[src/rtl/mem2axi_pkg.sv]
// AXI4 encodings and helpers shared by the mem2axi bridge and its bench.
package mem2axi_pkg;

    localparam logic [1:0] BURST_INCR  = 2'b01;

    localparam logic [1:0] RESP_OKAY   = 2'b00;
    localparam logic [1:0] RESP_EXOKAY = 2'b01;
    localparam logic [1:0] RESP_SLVERR = 2'b10;
    localparam logic [1:0] RESP_DECERR = 2'b11;

    // AXI size code for a full-width beat of the given byte count.
    function automatic logic [2:0] axi_size(input int unsigned bytes);
        return 3'($clog2(bytes));
    endfunction

endpackage

[src/rtl/mem2axi.sv]
// RAM-style request port to single-beat AXI4 master bridge; one
// transaction outstanding, completion reported as a one-cycle rvalid_o pulse.
module mem2axi
    import mem2axi_pkg::*;
#(
    parameter int unsigned             AXI_ID_WIDTH   = 5,
    parameter int unsigned             AXI_ADDR_WIDTH = 64,
    parameter int unsigned             AXI_DATA_WIDTH = 64,
    parameter int unsigned             AXI_USER_WIDTH = 64,
    parameter logic [AXI_ID_WIDTH-1:0] AXI_ID         = '0
) (
    input  logic                        clk_i,
    input  logic                        rst_ni,
    // memory-style request port
    input  logic                        req_i,
    output logic                        gnt_o,
    input  logic                        we_i,
    input  logic [AXI_ADDR_WIDTH-1:0]   addr_i,
    input  logic [AXI_DATA_WIDTH/8-1:0] be_i,
    input  logic [AXI_DATA_WIDTH-1:0]   wdata_i,
    output logic                        rvalid_o,
    output logic [AXI_DATA_WIDTH-1:0]   rdata_o,
    output logic                        err_o,
    // AXI4 write address
    output logic [AXI_ID_WIDTH-1:0]     aw_id,
    output logic [AXI_ADDR_WIDTH-1:0]   aw_addr,
    output logic [7:0]                  aw_len,
    output logic [2:0]                  aw_size,
    output logic [1:0]                  aw_burst,
    output logic                        aw_lock,
    output logic [3:0]                  aw_cache,
    output logic [2:0]                  aw_prot,
    output logic [3:0]                  aw_qos,
    output logic [3:0]                  aw_region,
    output logic [5:0]                  aw_atop,
    output logic [AXI_USER_WIDTH-1:0]   aw_user,
    output logic                        aw_valid,
    input  logic                        aw_ready,
    // AXI4 write data
    output logic [AXI_DATA_WIDTH-1:0]   w_data,
    output logic [AXI_DATA_WIDTH/8-1:0] w_strb,
    output logic                        w_last,
    output logic [AXI_USER_WIDTH-1:0]   w_user,
    output logic                        w_valid,
    input  logic                        w_ready,
    // AXI4 write response
    input  logic [AXI_ID_WIDTH-1:0]     b_id,
    input  logic [1:0]                  b_resp,
    input  logic                        b_valid,
    output logic                        b_ready,
    // AXI4 read address
    output logic [AXI_ID_WIDTH-1:0]     ar_id,
    output logic [AXI_ADDR_WIDTH-1:0]   ar_addr,
    output logic [7:0]                  ar_len,
    output logic [2:0]                  ar_size,
    output logic [1:0]                  ar_burst,
    output logic                        ar_lock,
    output logic [3:0]                  ar_cache,
    output logic [2:0]                  ar_prot,
    output logic [3:0]                  ar_qos,
    output logic [3:0]                  ar_region,
    output logic [AXI_USER_WIDTH-1:0]   ar_user,
    output logic                        ar_valid,
    input  logic                        ar_ready,
    // AXI4 read data
    input  logic [AXI_ID_WIDTH-1:0]     r_id,
    input  logic [AXI_DATA_WIDTH-1:0]   r_data,
    input  logic [1:0]                  r_resp,
    input  logic                        r_last,
    input  logic                        r_valid,
    output logic                        r_ready
);

    localparam int unsigned STRB_WIDTH = AXI_DATA_WIDTH / 8;
    localparam logic [2:0]  BEAT_SIZE  = axi_size(STRB_WIDTH);

    typedef enum logic [2:0] {IDLE, WR_REQ, WR_RESP, RD_REQ, RD_RESP} state_e;

    state_e                    state, state_next;
    logic [AXI_ADDR_WIDTH-1:0] addr_q;
    logic [STRB_WIDTH-1:0]     be_q;
    logic [AXI_DATA_WIDTH-1:0] wdata_q;
    logic [AXI_DATA_WIDTH-1:0] rdata_q;
    logic                      aw_valid_q, w_valid_q, ar_valid_q;
    logic                      rvalid_q, err_q;
    logic                      aw_done, w_done, b_err, r_err;

    // A channel counts as done once its valid has dropped or handshakes now.
    assign aw_done = !aw_valid_q || aw_ready;
    assign w_done  = !w_valid_q  || w_ready;
    assign b_err   = b_resp[1] | (b_id != AXI_ID);
    assign r_err   = r_resp[1] | ~r_last | (r_id != AXI_ID);

    always_comb begin
        // NOTE: every output of this block gets a default first, so no path can infer a latch.
        state_next = state;
        gnt_o      = 1'b0;
        b_ready    = 1'b0;
        r_ready    = 1'b0;
        unique case (state)
            IDLE: begin
                gnt_o = req_i;
                if (req_i) state_next = we_i ? WR_REQ : RD_REQ;
            end
            WR_REQ:  if (aw_done && w_done) state_next = WR_RESP;
            WR_RESP: begin
                b_ready = 1'b1;
                if (b_valid) state_next = IDLE;
            end
            RD_REQ:  if (ar_valid_q && ar_ready) state_next = RD_RESP;
            RD_RESP: begin
                r_ready = 1'b1;
                if (r_valid) state_next = IDLE;
            end
            default: state_next = IDLE;
        endcase
    end

    // NOTE: registered state uses non-blocking assignments so all flops update together.
    always_ff @(posedge clk_i or negedge rst_ni) begin
        if (!rst_ni) state <= IDLE;
        else         state <= state_next;
    end

    always_ff @(posedge clk_i or negedge rst_ni) begin
        if (!rst_ni) begin
            // NOTE: the request latches are reset too, so the bus never carries X after reset.
            addr_q     <= '0;
            be_q       <= '0;
            wdata_q    <= '0;
            rdata_q    <= '0;
            aw_valid_q <= 1'b0;
            w_valid_q  <= 1'b0;
            ar_valid_q <= 1'b0;
            rvalid_q   <= 1'b0;
            err_q      <= 1'b0;
        end else begin
            rvalid_q <= 1'b0;
            if (gnt_o) begin
                addr_q     <= addr_i;
                be_q       <= be_i;
                wdata_q    <= wdata_i;
                aw_valid_q <= we_i;
                w_valid_q  <= we_i;
                ar_valid_q <= !we_i;
            end
            if (aw_valid_q && aw_ready) aw_valid_q <= 1'b0;
            if (w_valid_q  && w_ready)  w_valid_q  <= 1'b0;
            if (ar_valid_q && ar_ready) ar_valid_q <= 1'b0;
            if (b_ready && b_valid) begin
                rvalid_q <= 1'b1;
                err_q    <= b_err;
            end
            if (r_ready && r_valid) begin
                rvalid_q <= 1'b1;
                err_q    <= r_err;
                rdata_q  <= r_data;
            end
        end
    end

    assign rvalid_o  = rvalid_q;
    assign rdata_o   = rdata_q;
    assign err_o     = err_q;

    assign aw_id     = AXI_ID;
    assign aw_addr   = addr_q;
    assign aw_len    = 8'd0;
    assign aw_size   = BEAT_SIZE;
    assign aw_burst  = BURST_INCR;
    assign aw_lock   = 1'b0;
    assign aw_cache  = 4'd0;
    assign aw_prot   = 3'd0;
    assign aw_qos    = 4'd0;
    assign aw_region = 4'd0;
    assign aw_atop   = 6'd0;
    assign aw_user   = '0;
    assign aw_valid  = aw_valid_q;

    assign w_data    = wdata_q;
    assign w_strb    = be_q;
    assign w_last    = 1'b1;
    assign w_user    = '0;
    assign w_valid   = w_valid_q;

    assign ar_id     = AXI_ID;
    assign ar_addr   = addr_q;
    assign ar_len    = 8'd0;
    assign ar_size   = BEAT_SIZE;
    assign ar_burst  = BURST_INCR;
    assign ar_lock   = 1'b0;
    assign ar_cache  = 4'd0;
    assign ar_prot   = 3'd0;
    assign ar_qos    = 4'd0;
    assign ar_region = 4'd0;
    assign ar_user   = '0;
    assign ar_valid  = ar_valid_q;

endmodule

[config.mk]
export PLATFORM = sky130hd
export DESIGN_NAME = mem2axi
export DESIGN_NICKNAME = d
export VERILOG_FILES = /design/src/rtl/mem2axi_pkg.sv /design/src/rtl/mem2axi.sv
export SDC_FILE = /design/constraint.sdc
export NUM_CORES = 1
export LEC_CHECK = 0
export CORE_AREA = 2 2 300 302
export DETAILED_ROUTE_END_ITERATION = 6
export DIE_AREA = 0 0 302 304
export PLACE_DENSITY = 0.35
export RECOVER_POWER = 50
export SLEW_MARGIN = 20
export SYNTH_ARGS = -nofsm -noshare
export SYNTH_HDL_FRONTEND = slang
export SYNTH_SLANG_ARGS = --single-unit
[constraint.sdc]
create_clock -name clk_i -period 2.3 [get_ports clk_i]
set_input_delay 0.23 -clock clk_i [delete_from_list [all_inputs] [get_ports clk_i]]
set_output_delay 0.23 -clock clk_i [all_outputs]
set_load 0.05 [all_outputs]
Yosys cells after proc, flatten, opt, wreduce, memory -nomap -nowiden --
Index checks and enable logic that the tools add are counted.
Storage, ports and cells: output and inout port bits 539, memories 0, bits in latches 0, bits in read-only memories 0, memory bits (writable) 0, register bits after elaboration 208, input bits 224
Cells by class: multipliers 0, multiplexer cells 19, reductions and logical operators 19, bitwise operators 4, add/sub/neg operators 0, equality and inequality tests 9, order comparisons 0, div/mod/pow operators 0, shifts and indexed selects 0
Operators by type and width (count):
- two-way mux 3 bit | 5
- case mux 3 bit (5 select lines) | 1
- two-way mux 1 bit | 12
- inequality test 2 bit (second input constant) | 5
- nonzero test 5 bit | 2
- nonzero test 2 bit | 4
- equality test 3 x 2 -> 1 bit (second input constant) | 2
- logical AND 1 bit | 6
- AND reduction 5 bit | 1
- equality test 3 x 1 -> 1 bit (second input constant) | 1
- equality test 3 bit (second input constant) | 1
- logical NOT 1 bit | 3
- logical NOT 3 bit | 1
- OR 1 bit | 3
- logical OR 1 bit | 2
- two-way mux 2 bit | 1
- inverter 1 bit | 1

Depth between registers and ports, before layout --
depth in word-level cells 5, mapped depth 8, depth with buffers taken out 4

Worst setup path before layout --
OpenSTA, ideal clock, no wires.
path kind register to output, start register state[1], end output r_ready, arrival time 1659 ps, slack 411 ps, data required time 2070 ps, stages on the path, launching flop included 3, cells stage by stage dfrtp_1 buf_2 nor3b_1
Between the ends: word-level cells in the longest chain between the ends 2
Ends and longest elaborated chain:
- start, declared | RTL line mem2axi.sv:79 | state_e state, state_next;
- start signal, assigned | RTL line mem2axi.sv:122 | else state <= state_next;
- equality test 3 bit | RTL line mem2axi.sv:100 | unique case (state)
- two-way mux 1 bit | RTL line mem2axi.sv:100
- end, declared | RTL line mem2axi.sv:71 | output logic r_ready
No other way between the ends.

Worst setup path in the final report --
start register wdata_q[15], in the netlist w_data[15], end output w_data[15]
RTL lines:
- start, declared | RTL line mem2axi.sv:82 | logic [AXI_DATA_WIDTH-1:0] wdata_q;
- start signal, assigned | RTL line mem2axi.sv:142 | wdata_q <= wdata_i;
- end, declared | RTL line mem2axi.sv:40 | output logic [AXI_DATA_WIDTH-1:0] w_data,
No word-level cell between the ends.

==> out/results.ini <==
[outcome]
status=finished, violations left
violations=max-capacitance violations, max-slew violations

[finish]
area_growth_pct=55.4
mostFrequentLayoutCells=488 x clkdlybuf4s50_1, 267 x conb_1, 207 x dfrtp_1
drive_above_1_share=0.205
layout.cells.most_common=clkdlybuf4s50_1
fillers=9728
final_util=0.186
regArea_mm2=0.00521
multi_input_area_mm2=0.00370
nets=1482

[detailed_routing]
ant_nets=0
wirelength_um=32200
dr.pass1.iters=4
num_vias=6694
wl_per_cell_um=13.1
drt_iter0_markers=123
drc_errors=0
drt-vias-per-instance=2.72

[timing]
fin_tns_setup_ps=0
slew_violations=55
maxSlewHeadroom=-0.255
finalCritPeriodShare=0.925
finClkSkew_ps=17.8
tightest_slew_ps=1880
final.min_clock_period_ps=2130
max_freq_ghz=0.470
timing_hold_violations_final=0
rsz0062_at_grt=false
setup_viol=0

[critical_path]
crit_path_max_incr_delay_ps=870
critPathArrivalTime_ps=1900
cp_slowest_cell=clkdlybuf4s50_1
rrSetupSlack_ps=210
worstReg2RegEnd=rdata_o[45]
start_kind=flop
timing.rr.start=state[0]
cp_cell_sequence=clkdlybuf4s50_1
rr_worst_depth=3
path_class=flop to output pin
cp_max_fo=2
path_delay_family=buffers and inverters
critPathBufInv=1
cp.required_ps=2070
worstSetupEndpointType=output pin

[worst_hold_path]
hold_start=addr_i[16]
whs_path_depth=2
hold_path.class=input pin to flop
holdPathEnd=ar_addr[16]

[pwr]
pwr-share-comb=0.612
p_leak_nw=7.05
irDropWorstVdd_mv=0.855
power.share.sequential=0.229
power.internal_w=0.0141
swShare=0.504
pwr-share-clk=0.159
power_density_mw_per_mm2=1720
p_sw_w=0.0143

[logic_synthesis]
synthArstFlopShare=1.00
synth_edf_count=0
yosysTopAreaCell=dfrtp_1
yosysSeqAreaShare=0.489
synthTopCellsByArea=dfrtp_1 49%, buf_4 24%, mux2_2 15%, mux2_4 9.0%, buf_6 0.95%
synth_cells=804
yosysUniqueCellTypes=31
ys_warn_count=0
syn_area_mm2=0.0107
synth-main-ff-cell=dfrtp_1
synth_top_area_frac=0.489
synth.avg_cell_area_um2=13.2
ys_ff_latch=208

[cts]
clock_latency_ps=580
cts_tree=done
cts.sinks=208
ctsLongestPathBuffers=3
cts-root-buf=clkbuf_16
clkTransAtPathRegs_ps=60
htree_levels=1
numCtsBuffers=28
post_cts_buffers=0

[floorplan]
dieHeight_um=304
start_util=0.120
ios=763
die_area_mm2=0.0918
row_count=110
die_x_um=302
core_mm2=0.0890

[placement]
dp_hpwl_um=25500
place.gp.congestion=0.695
portBuffers=493

[run]
drv_cap=1

[global_route]
grt_pass1_wl_um=45600
overflow=0
grt_pass1_vias=6720
grt_usage=0.0657
antenna_found_initial=2
grt_max_degree=60

-- what timing repair did --
action,4_1_cts,5_1_grt
hold endpoints to repair,49,0
resized for setup,2,0
setup endpoints to repair,1,0
hold buffers,1,0
-- power groups by stage --
stage / clock (W) / combinational [W] / sequential (W)
finish: 0.00452 / 0.0174 / 0.00653
global route: 0.00491 / 0.0180 / 0.00679
CTS: 0.00477 / 0.0178 / 0.00660
detailed placement: 0 / 0.0178 / 0.00661
global placement: 0 / 0.0178 / 0.00659
floorplan: 0 / 0.00717 / 0.0122
-- logic make-up (layout without fill, tap and decap cells) --
group | Yosys count | in the layout | synth area share
simple gates | 22 | 22 | 0.0132
compound gates | 13 | 13 | 0.00858
buf+inv | 357 | 568 | 0.253
mux | 202 | 202 | 0.236
other cells | 2 | 268 | 0.000705
flops | 208 | 208 | 0.489
-- final cells by class --
| type | instances | share of cell area |
|---|---|---|
| inverter | 1 | 0.000227 |
| clock inverter | 10 | 0.00802 |
| tap | 1176 | 0.0889 |
| clock buffer | 42 | 0.0504 |
| antenna | 1 | 0.000151 |
| multi-input combinational | 504 | 0.224 |
| timing repair buffer | 515 | 0.314 |
| sequential | 208 | 0.315 |
-- worst max path at each step --
stage                     startpoint          end  slack (ps)  depth (start not counted)
after floorplan             state[1]      r_ready         410                          2
after CTS                 w_data[15]   w_data[15]          80                          1
after global routing          rst_ni  ar_addr[62]          40                          2
final                     w_data[15]   w_data[15]         170                          1
after detailed placement     r_valid        err_o         310                          5
after global placement       r_valid        err_o         320                          5
-- per-layer routing --
layer	GRT usage	part of all wire
met1	0.0686	0.35
met2	0.123	0.54
met3	0.0246	0.088
met5	0	0.00040
met4	0.0157	0.023
-- per-stage QoR --
| stage | total power (W) | hold WS (ps) | setup slack, ps | cells | instance area (um^2) |
|---|---|---|---|---|---|
| global route | 0.0297 | 206 | 42.1 | 2457 | 16500 |
| detailed placement | 0.0244 | 278 | 312 | 2404 | 15700 |
| CTS | 0.0292 | 179 | 78.8 | 2456 | 16600 |
| finish | 0.0285 | 238 | 172 | 2457 | 16500 |
| floorplan | 0.0194 | -65.6 | 411 | 1069 | 11600 |
| global placement | 0.0244 | 270 | 320 | 2404 | 15700 |
-- flip-flops by register name, summed over array words and instances (netlist names) --
signal	flops
ar_addr	64
rdata_o	64
w_data	64
w_strb	8
state	3
ar_valid	1
aw_valid	1
err_o	1
rvalid_o	1
w_valid	1
-- worst register-to-register path: stages, from the launching register on --
cell and delay [ps]:
dfrtp_1 480, and4bb_1 540, clkbuf_4 530, mux2_2 400
-- cells in the mapped netlist (all sizes together), types with 2 or more instances --
| master | n |
|---|---|
| nor3b | 2 |
| buf | 356 |
| a21oi | 2 |
| nor2 | 4 |
| conb | 2 |
| nor2b | 4 |
| dfrtp | 208 |
| a31oi | 2 |
| mux2 | 202 |
| nor4 | 2 |
| nand2 | 3 |
| o21ai | 2 |
| a211oi | 2 |
(Power assumes the default switching activity.)
